===== src/rtl/pwm_ctrl.sv =====
// pwm_ctrl - multi-channel edge-aligned PWM peripheral on the peripheral bus.
//
// NUM_CH PWM outputs share one prescaled 16-bit period counter. Duty values
// are double-buffered: the pending DUTY register is copied into the active
// compare value at each period wrap (or at once while disabled).
//
// Optional feature macro: PWM_IRQ_EN
//   defined   -> STATUS.WRAP sticky flag and registered irq_o = IRQ_EN & WRAP
//   undefined -> STATUS reads 0, irq_o tied low, no wrap-flag logic
//
// Ports:
//   clk_i, rst_n_i     clock, asynchronous active-low reset
//   addr_32b_i         byte address, [7:2] selects the register
//   wren_i / rden_i    single-cycle write / read request
//   din_32b_i, wstrb_i write data and byte strobes
//   dout_32b_valid_o   one-cycle response pulse per request (1 cycle latency)
//   dout_32b_o         read data, 0 when not a read response
//   pwm_o[NUM_CH]      registered PWM outputs
//   irq_o              level interrupt

package pwm_ctrl_pkg;
  // Byte-strobe merge for the 16-bit registers.
  function automatic logic [15:0] merge16(input logic [15:0] old,
                                          input logic [15:0] wd,
                                          input logic [1:0]  be);
    merge16 = old;
    if (be[0]) merge16[7:0]  = wd[7:0];
    if (be[1]) merge16[15:8] = wd[15:8];
  endfunction
endpackage

// One PWM channel: pending duty, active duty and the compare output.
module pwm_ch
  import pwm_ctrl_pkg::*;
(
  input  logic        clk_i,
  input  logic        rst_n_i,
  input  logic        en_i,
  input  logic        load_i,   // period wrap: adopt pending duty
  input  logic        we_i,
  input  logic [15:0] wdata_i,
  input  logic [1:0]  wstrb_i,
  input  logic [15:0] cnt_i,
  output logic [15:0] duty_o,
  output logic        pwm_o
);
  logic [15:0] duty_q, duty_d, duty_act_q;
  logic        pwm_q;

  assign duty_d = we_i ? merge16(duty_q, wdata_i, wstrb_i) : duty_q;

  always_ff @(posedge clk_i or negedge rst_n_i) begin
    if (!rst_n_i) begin
      duty_q     <= '0;
      duty_act_q <= '0;
      pwm_q      <= 1'b0;
    end else begin
      duty_q <= duty_d;
      // While stopped the active value follows writes so the first period
      // after enabling already uses the new duty.
      if (!en_i)       duty_act_q <= duty_d;
      else if (load_i) duty_act_q <= duty_q;
      pwm_q <= en_i & (cnt_i < duty_act_q);
    end
  end

  assign duty_o = duty_q;
  assign pwm_o  = pwm_q;
endmodule

module pwm_ctrl
  import pwm_ctrl_pkg::*;
#(
  parameter int NUM_CH = 4
) (
  input  logic              clk_i,
  input  logic              rst_n_i,
  input  logic [31:0]       addr_32b_i,
  input  logic              wren_i,
  input  logic              rden_i,
  input  logic [31:0]       din_32b_i,
  input  logic [3:0]        wstrb_i,
  output logic              dout_32b_valid_o,
  output logic [31:0]       dout_32b_o,
  output logic [NUM_CH-1:0] pwm_o,
  output logic              irq_o
);
  localparam logic [5:0] A_CTRL   = 6'd0;
  localparam logic [5:0] A_PERIOD = 6'd1;
  localparam logic [5:0] A_STATUS = 6'd2;
  localparam logic [5:0] A_PRESC  = 6'd3;

  logic [5:0]  widx;
  logic        en_q, irq_en_q;
  logic [15:0] period_q, presc_q, pcnt_q, cnt_q;
  logic        tick, wrap_evt;
  logic [31:0] rdata, status_rd;
  logic        valid_q;
  logic [31:0] dout_q;
  logic [NUM_CH-1:0]       duty_we;
  logic [NUM_CH-1:0][15:0] duty_all;

  logic unused_bits;
  assign unused_bits = ^{addr_32b_i[31:8], addr_32b_i[1:0],
                         din_32b_i[31:16], wstrb_i[3:2]};

  assign widx = addr_32b_i[7:2];

  // ---------------- control registers ----------------
  always_ff @(posedge clk_i or negedge rst_n_i) begin
    if (!rst_n_i) begin
      en_q     <= 1'b0;
      irq_en_q <= 1'b0;
      period_q <= '0;
      presc_q  <= '0;
    end else if (wren_i) begin
      if (widx == A_CTRL && wstrb_i[0]) begin
        en_q     <= din_32b_i[0];
        irq_en_q <= din_32b_i[1];
      end
      if (widx == A_PERIOD) period_q <= merge16(period_q, din_32b_i[15:0], wstrb_i[1:0]);
      if (widx == A_PRESC)  presc_q  <= merge16(presc_q,  din_32b_i[15:0], wstrb_i[1:0]);
    end
  end

  // ---------------- prescaler + period counter ----------------
  assign tick = (pcnt_q == presc_q);
  // A counter that overshot a shrunken PERIOD wraps through 0xFFFF; that
  // rollover is a period boundary as well.
  assign wrap_evt = en_q & tick & ((cnt_q == period_q) | (cnt_q == 16'hFFFF));

  always_ff @(posedge clk_i or negedge rst_n_i) begin
    if (!rst_n_i) begin
      pcnt_q <= '0;
      cnt_q  <= '0;
    end else if (!en_q) begin
      pcnt_q <= '0;
      cnt_q  <= '0;
    end else if (tick) begin
      pcnt_q <= '0;
      cnt_q  <= (cnt_q == period_q) ? 16'h0 : cnt_q + 16'h1;
    end else begin
      pcnt_q <= pcnt_q + 16'h1;
    end
  end

  // ---------------- channels ----------------
  for (genvar c = 0; c < NUM_CH; c++) begin : g_ch
    assign duty_we[c] = wren_i & (widx == 6'(4 + c));
    pwm_ch u_ch (
      .clk_i   (clk_i),
      .rst_n_i (rst_n_i),
      .en_i    (en_q),
      .load_i  (wrap_evt),
      .we_i    (duty_we[c]),
      .wdata_i (din_32b_i[15:0]),
      .wstrb_i (wstrb_i[1:0]),
      .cnt_i   (cnt_q),
      .duty_o  (duty_all[c]),
      .pwm_o   (pwm_o[c])
    );
  end

  // ---------------- wrap status / interrupt ----------------
`ifdef PWM_IRQ_EN
  logic wrap_q, irq_q;
  always_ff @(posedge clk_i or negedge rst_n_i) begin
    if (!rst_n_i) begin
      wrap_q <= 1'b0;
      irq_q  <= 1'b0;
    end else begin
      // Set has priority over a simultaneous write-1-to-clear.
      if (wrap_evt)
        wrap_q <= 1'b1;
      else if (wren_i && widx == A_STATUS && wstrb_i[0] && din_32b_i[0])
        wrap_q <= 1'b0;
      irq_q <= irq_en_q & wrap_q;
    end
  end
  assign status_rd = {31'h0, wrap_q};
  assign irq_o     = irq_q;
`else
  assign status_rd = '0;
  assign irq_o     = 1'b0;
`endif

  // ---------------- read mux / response ----------------
  always_comb begin
    rdata = '0;
    case (widx)
      A_CTRL:   rdata = {30'h0, irq_en_q, en_q};
      A_PERIOD: rdata = {16'h0, period_q};
      A_STATUS: rdata = status_rd;
      A_PRESC:  rdata = {16'h0, presc_q};
      default: begin
        for (int c = 0; c < NUM_CH; c++)
          if (widx == 6'(4 + c)) rdata = {16'h0, duty_all[c]};
      end
    endcase
  end

  // Read data is sampled from the current (pre-write) register values.
  always_ff @(posedge clk_i or negedge rst_n_i) begin
    if (!rst_n_i) begin
      valid_q <= 1'b0;
      dout_q  <= '0;
    end else begin
      valid_q <= wren_i | rden_i;
      dout_q  <= rden_i ? rdata : 32'h0;
    end
  end

  assign dout_32b_valid_o = valid_q;
  assign dout_32b_o       = dout_q;
endmodule


===== config.mk =====
export PLATFORM = sky130hd
export DESIGN_NAME = pwm_ctrl
export DESIGN_NICKNAME = d
export VERILOG_FILES = /design/src/rtl/pwm_ctrl.sv
export SDC_FILE = /design/constraint.sdc
export NUM_CORES = 1
export LEC_CHECK = 0
export CAP_MARGIN = 30
export CORE_ASPECT_RATIO = 1.2
export CORE_MARGIN = 1
export CORE_UTILIZATION = 60
export CTS_BUF_LIST = sky130_fd_sc_hd__clkbuf_8
export DETAILED_ROUTE_END_ITERATION = 8
export PLACE_DENSITY = 0.89
export REMOVE_ABC_BUFFERS = 1
export SYNTH_ARGS = -nofsm -noshare
export SYNTH_HDL_FRONTEND = slang
export SYNTH_SLANG_ARGS = --single-unit

===== constraint.sdc =====
create_clock -name clk_i -period 3.41 [get_ports clk_i]
set_clock_uncertainty 0.2 [all_clocks]
set_input_delay 0.8525 -clock clk_i [delete_from_list [all_inputs] [get_ports clk_i]]
set_output_delay 0.8525 -clock clk_i [all_outputs]
set_load 0.02 [all_outputs]

==> key figures, run 1 <==
Placed design
  • Number of buffers inserted by port buffering: 48
  • Final weighted congestion in routability-driven placement: 0.888
  • Total half-perimeter wirelength after legalization and detailed placement: 20300 um
  • Pre-CTS setup slack: 0.225 ns
  • Placed Cells incl. Taps: 1362

GRT
  • Number of antenna violations at the first check in global routing: 0
  • Largest net degree at the start of global routing: 75
  • Overall routing resource usage: 0.300
  • Via count of the first global-routing pass: ~8.6k
  • Global-route congestion overflow total: 0
  • Wire length of the first global-routing pass: 46200 um

Logic synthesis
  • Syn_area_per_cell: 11.0 um2
  • Yosys warning total: 0
  • Part of the Yosys area used for sequential elements: 0.457
  • Synth Flop Type: sky130_fd_sc_hd__dfrtp_1
  • Most repeated cell in the gate-level netlist after synthesis: sky130_fd_sc_hd__dfrtp_1
  • Ranking of synthesized cells by area: sky130_fd_sc_hd__dfrtp_1 (46%), sky130_fd_sc_hd__mux2_2 (9.6%), sky130_fd_sc_hd__mux2i_1 (6.7%)
  • Cell accounting for the most synthesized area: sky130_fd_sc_hd__dfrtp_1
  • Number of flip-flops and latches in the synthesized netlist: approximately 220
  • Async S/R FF share, synth: 1.00
  • Cells after Synth: approximately 1.1k
  • Number of distinct library cells after synthesis: 54
  • Total standard cell area after synthesis: about 12000 um2
  • Number of flops mapped to enable cells by yosys: 0
  • Most frequent cells after synthesis: sky130_fd_sc_hd__dfrtp_1 (215), sky130_fd_sc_hd__mux2_2 (100), sky130_fd_sc_hd__nand2_1 (82)
  • Yosys top cell area share: 0.457

Worst setup path
  • Largest stage delay on the critical path: roughly 0.65 ns
  • Setup slack on the worst flop-to-flop path: 0.57 ns
  • Required arrival time at the worst endpoint: 3.69 ns
  • Largest delay share family, worst path: simple AND/OR/NAND/NOR gates
  • Highest net fanout along the worst path: 8
  • Data arrival time at the worst-slack endpoint: about 3.1 ns
  • Endpoint of the worst setup timing path: cnt_q[3]
  • Critical path start-end classification: reg2reg
  • Crit start category: flip-flop
  • Critical Path Stages: 6
  • Worst-case reg-to-reg path depth: 6
  • Number of buffers and inverters on the critical path: 0
  • R2r startpoint: pcnt_q[0]
  • Slowest cell on crit path: sky130_fd_sc_hd__or4_1
  • Crit end category: flip-flop
  • Endpoint of the worst register-to-register path: cnt_q[3]
  • Series of cell instances along the critical path: xnor2_1 -> nand4_1 -> or4_1 -> or2_0 -> or3_1 -> o21ai_0
  • Startpoint of the most critical setup path: pcnt_q[0]

Clocking
  • TritonCTS buffer count: 31
  • Resize count post-CTS: 0
  • Clock Latency Late Sink: 0.57 ns
  • H-tree level count: 1
  • Number of clock sinks seen by CTS: 215
  • Buffers inserted by post-CTS timing repair: 0
  • Maximum clock insertion buffer count: 3
  • Number of hold buffers added after cts: 0
  • Clock transition at path regs: 0.07 ns
  • CTS tree: built
  • Root buf cell: sky130_fd_sc_hd__clkbuf_8

Final layout
  • N_diodes: 0
  • Filler cell count: 1222
  • Layout cell share with drive strength beyond 1: 0.197
  • Number of cells in the finished layout apart from fillers: 1416
  • Post-layout util: 0.697
  • Count of nets after finishing: about 1.3k
  • Area growth from synthesis to layout: 13.0%

Timing
  • Final worst setup slack: between 0.5 and 0.6 ns
  • Count of pins over their slew limit: 0
  • Slew at the pin closest to its max-slew limit: around 0.63 ns
  • Number of setup violations in the final report: 0
  • Slew margin rel.: 0.577
  • Clock period minus worst slack: 2.84 ns
  • Worst Hold Slack: 0.0621 ns
  • Setup repair after global routing missed its margin: no
  • Maximum frequency from static timing analysis: 352 MHz
  • Share of the clock period used by the worst path after layout: 0.833
  • Final Hold Vio Count: 0

Drt
  • Detailed-route wire length: 28400 um
  • 1st-iter DRT viols: 755
  • Post-detailed-route count of antenna-violating nets: 0
  • Number of vias in the routed layout: about 8.6k
  • DRC: 0
  • Detail-routed net length per standard cell: ~20 um
  • First drt pass iteration count: 7
  • Vias/cell: just over 6

Floorplanning
  • Floorplan die area: 20200 um2
  • Count of standard-cell rows: 55
  • Area of the core: 19100 um2
  • Die span in x: 130 um
  • Starting Density: 0.617
  • Top Ports: 110
  • Die span in y: approximately 160 um

Pwr
  • Reported leakage power: 5.86 nW
  • Power density cells: around 450 nW/um2
  • Worst vdd ir: 0.406 mV
  • Power after layout: 6.03 mW

Run status
  • Status: complete, no violations

Job
  • Max-capacitance violation count: 0

Worst hold path
  • Hold/Removal Path Class: in2async
-- power breakdown --
| part | internal, mW | switching, mW | leakage, nW | total [mW] |
|---|---|---|---|---|
| Combinational | 0.379 | 0.544 | 2.54 | 0.924 |
| Clock | 1.24 | 0.968 | 0.380 | 2.20 |
| Sequential | 2.74 | 0.158 | 2.94 | 2.90 |
-- cell usage in the layout (no fill, tap or decap), types with 4 or more instances in the layout --
master / instances
sky130_fd_sc_hd__a31oi_1: 6
sky130_fd_sc_hd__dfrtp_1: 215
sky130_fd_sc_hd__mux2i_1: 79
sky130_fd_sc_hd__nor3_2: 6
sky130_fd_sc_hd__and2_1: 14
sky130_fd_sc_hd__buf_4: 42
sky130_fd_sc_hd__nand2_1: 82
sky130_fd_sc_hd__nand4_1: 19
sky130_fd_sc_hd__nor2_1: 35
sky130_fd_sc_hd__mux2_2: 100
sky130_fd_sc_hd__nor2b_1: 8
sky130_fd_sc_hd__or3_1: 8
sky130_fd_sc_hd__o21ai_0: 77
sky130_fd_sc_hd__and4_1: 7
sky130_fd_sc_hd__clkinv_2: 6
sky130_fd_sc_hd__nand3_1: 32
sky130_fd_sc_hd__o21ai_1: 24
sky130_fd_sc_hd__inv_1: 76
sky130_fd_sc_hd__bufinv_16: 4
sky130_fd_sc_hd__a21o_1: 14
sky130_fd_sc_hd__a21oi_1: 23
sky130_fd_sc_hd__xnor2_1: 34
sky130_fd_sc_hd__xor2_1: 10
sky130_fd_sc_hd__and3_1: 6
sky130_fd_sc_hd__clkdlybuf4s50_1: 45
sky130_fd_sc_hd__mux4_2: 16
sky130_fd_sc_hd__nor3_1: 5
sky130_fd_sc_hd__clkbuf_8: 36
sky130_fd_sc_hd__ha_1: 62
sky130_fd_sc_hd__conb_1: 17
sky130_fd_sc_hd__nand2b_1: 6
-- final cells by class --
class	count	area, um2	area share
clock buffer	35	482	0.0362
clock inverter	19	184	0.0138
inverter	67	251	0.0189
multi-input combinational	731	5820	0.438
sequential	215	5380	0.405
tap	256	320	0.0241
timing repair buffer	93	850	0.0639
-- metrics by stage --
stage	instance area, um2	TNS (ns)
finish	13300	0
floorplan	11400	-141.44
CTS	13300	0
detailed placement	12600	0
global route	13300	0
global placement	12600	0
-- sequential cells by signal, summed over array words and instances, names as in the netlist --
register	cells
cnt_q	16
dout_32b_o	16
dout_32b_valid_o	1
en_q	1
g_ch.u_ch.duty_act_q	64
g_ch.u_ch.duty_o	64
g_ch.u_ch.pwm_o	4
irq_en_q	1
pcnt_q	16
period_q	16
presc_q	16
-- per-layer routing --
metal | part of all wire | wire length, um | track usage | vias to the layer above
met5 | 0 | 0 | 0 | -
met4 | 0.041 | 1160 | 0.139 | 0
met3 | 0.064 | 1830 | 0.0426 | 83
met2 | 0.49 | 14000 | 0.493 | 349
met1 | 0.40 | 11400 | 0.393 | 4278
li1 | - | - | - | 3885
-- cells by family after synthesis --
group | Yosys count | synth area share
and+or+nand+nor | 247 | 0.115
DFF | 215 | 0.457
muxes | 195 | 0.194
AOI/OAI and AO/OA | 166 | 0.0816
buffers and inverters | 142 | 0.0536
adders and majority gates | 62 | 0.0660
xor gates and xnor gates | 44 | 0.0328
other | 1 | 0.000319
-- worst min-delay path by stage --
| stage | startpoint | end | slack, ns | cells after the start |
|---|---|---|---|---|
| after detailed placement | g_ch[3].u_ch.duty_act_q[12] | g_ch[3].u_ch.duty_act_q[12] | 0.27 | 2 |
| after global routing | rst_n_i | g_ch[1].u_ch.duty_o[1] | 0.1 | 1 |
| after global placement | g_ch[0].u_ch.duty_act_q[1] | g_ch[0].u_ch.duty_act_q[1] | 0.26 | 2 |
| after CTS | rst_n_i | g_ch[1].u_ch.duty_o[1] | 0.07 | 1 |
| after floorplan | g_ch[0].u_ch.duty_act_q[15] | g_ch[0].u_ch.duty_act_q[15] | 0.25 | 2 |
| final | rst_n_i | g_ch[1].u_ch.duty_o[1] | 0.06 | 1 |
No activity file was read; power rests on OpenSTA's default activity.
==> run 2: changes to the inputs <==
- CORE_UTILIZATION: 60 -> 54
- PLACE_DENSITY: 0.89 -> 0.85
- clock period: 3.41 -> 2.57 ns (I/O delays scaled with it)
==> run 2 against run 1 <==
Against the previous run:
- wire length increased by 6.1%
- utilization is 4.2 points lower
- worst hold slack better by 0.22 ns
- clock power is 40% higher
- global-route usage down 1.7 points
- register-to-register slack worse by 0.59 ns
- the run now ends with negative setup slack left
==> key figures, run 2 (synthesized netlist as in run 1, its figures left out) <==
GRT
  • Number of antenna violations at the first check in global routing: 0
  • Global-route congestion overflow total: 0
  • Wire length of the first global-routing pass: 48300 um
  • Via count of the first global-routing pass: 9025
  • Overall routing resource usage: 0.283
  • Largest net degree at the start of global routing: approximately 70

Floorplanning
  • Area of the core: 21200 um2
  • Die span in x: 137 um
  • Count of standard-cell rows: between 50 and 60
  • Top Ports: 110
  • Floorplan die area: 22400 um2
  • Die span in y: 164 um
  • Starting Density: 0.555

Pwr
  • Power density cells: 598 nW/um2
  • Power after layout: 8.31 mW
  • Reported leakage power: slightly above 6 nW
  • Worst vdd ir: 0.559 mV

Clocking
  • Root buf cell: sky130_fd_sc_hd__clkbuf_8
  • TritonCTS buffer count: 35
  • H-tree level count: 2
  • Clock Latency Late Sink: approximately 0.55 ns
  • Number of clock sinks seen by CTS: between 200 and 250
  • CTS tree: built
  • Maximum clock insertion buffer count: 3
  • Clock transition at path regs: 0.06 ns

Drt
  • Met3 routed WL: 1950 um
  • Detailed-route wire length: 30200 um
  • Vias/cell: 5.96
  • 1st-iter DRT viols: 789
  • Post-detailed-route count of antenna-violating nets: 0
  • Met2 wire length: 15100 um
  • Top routing layer used: met4
  • Metal1 wirelength: 12000 um
  • DRC: 0
  • First drt pass iteration count: 7
  • Number of vias in the routed layout: roughly 9k
  • Detail-routed net length per standard cell: 20.3 um

Placed design
  • Placed Cells incl. Taps: 1421
  • Final weighted congestion in routability-driven placement: roughly 0.86
  • Total half-perimeter wirelength after legalization and detailed placement: 21100 um
  • Number of buffers inserted by port buffering: 48
  • Pre-CTS setup slack: -0.329 ns

Worst setup path
  • Critical path start-end classification: reg2reg
  • Series of cell instances along the critical path: xnor2_2 -> nand4_1 -> or4_4 -> buf_4 -> or3_1 -> o31ai_2
  • Required arrival time at the worst endpoint: roughly 2.8 ns
  • Slowest cell on crit path: sky130_fd_sc_hd__or4_4
  • Largest stage delay on the critical path: roughly 0.62 ns
  • Crit start category: flip-flop
  • Crit end category: flip-flop
  • R2r startpoint: pcnt_q[2]
  • Startpoint of the most critical setup path: pcnt_q[2]
  • Highest net fanout along the worst path: 5
  • Data arrival time at the worst-slack endpoint: 2.83 ns

Final layout
  • Area growth from synthesis to layout: 18.0%
  • Count of nets after finishing: 1325
  • Number of cells in the finished layout apart from fillers: approximately 1.5k
  • Layout cell share with drive strength beyond 1: 0.243
  • Commonest non-fill, non-tap cell in the layout: sky130_fd_sc_hd__dfrtp_1
  • Most frequent cells in the layout: sky130_fd_sc_hd__dfrtp_1 (213), sky130_fd_sc_hd__mux2_2 (100), sky130_fd_sc_hd__nand2_1 (82)
  • Post-layout util: 0.655
  • N_diodes: 0
  • Filler cell count: 1446

Worst hold path
  • Hold wc startpoint: g_ch[0].u_ch.duty_act_q[3]
  • Hold/Removal Path Class: reg2reg

Timing
  • Number of setup violations in the final report: 4
  • Final Hold Vio Count: 0
  • Maximum frequency from static timing analysis: 386 MHz
  • Slew margin rel.: 0.655
  • Count of pins over their slew limit: 0
  • Share of the clock period used by the worst path after layout: 1.01
  • Clock period minus worst slack: 2.59 ns
  • Total Negative Setup Slacks: -0.0438 ns
  • Setup repair after global routing missed its margin: yes
  • Slew at the pin closest to its max-slew limit: 0.516 ns
  • Final worst setup slack: -0.0191 ns

Run status
  • Status: finished with violations
  • Failing checks: negative setup slack

Job
  • Max-capacitance violation count: 0
[run 2: report_power, final]
part	internal, mW	leakage (nW)	switching, mW
registers	3.64	2.94	0.210
clock network	1.68	0.403	1.41
logic	0.603	2.82	0.772
[run 2: area by class of cell]
class                   count  area, um2  area share
repair buffers            141       1310      0.0945
inverters                  67        251      0.0181
well taps                 270        338      0.0243
multi-input cells         731       5880       0.423
clock buffers              45        619      0.0446
flip-flops and latches    215       5380       0.388
clock inverters            16        103     0.00739
[run 2: stage by stage]
stage | hold WS, ns | area, um2
after floorplan | 0.147 | 11400
after global placement | 0.260 | 13100
after detailed placement | 0.271 | 13100
after CTS | 0.286 | 13800
after global routing | 0.305 | 13900
final | 0.281 | 13900
[run 2: critical path, delay by kind of cell (launching register included)]
kind | cells | cell delay, ns
and+or+nand+nor | 3 | 1.20
DFF | 1 | 0.42
xor gates and xnor gates | 1 | 0.29
AOI/OAI and AO/OA | 1 | 0.20
buffers and inverters | 1 | 0.18
[run 2: path summary, 6_finish.rpt]
path                            depth (start not counted)                          to  slack [ns]
worst max-delay path                                    6                   cnt_q[14]       -0.02
worst min-delay path                                    2  g_ch[0].u_ch.duty_act_q[3]        0.28
worst max register to register                          6                   cnt_q[14]       -0.02
worst min register to register                          2  g_ch[0].u_ch.duty_act_q[3]        0.28
max in group asynchronous                               3               dout_32b_o[8]        1.05
min in group asynchronous                               2      g_ch[1].u_ch.duty_o[0]        0.44
[run 2: layer usage]
| layer | track usage | vias to the layer above |
|---|---|---|
| li1 | - | 3982 |
| met1 | 0.348 | 4473 |
| met2 | 0.481 | 311 |
| met3 | 0.0577 | 82 |
| met4 | 0.118 | 0 |
| met5 | 0 | - |
[run 2: timing repair]
item                                   CTS  global route
resized for setup                        6            10
setup buffers                            0             2
endpoints found under the hold margin   48             0
pin swaps                                0             4
hold buffers                             1             0
setup endpoints to repair               16            64
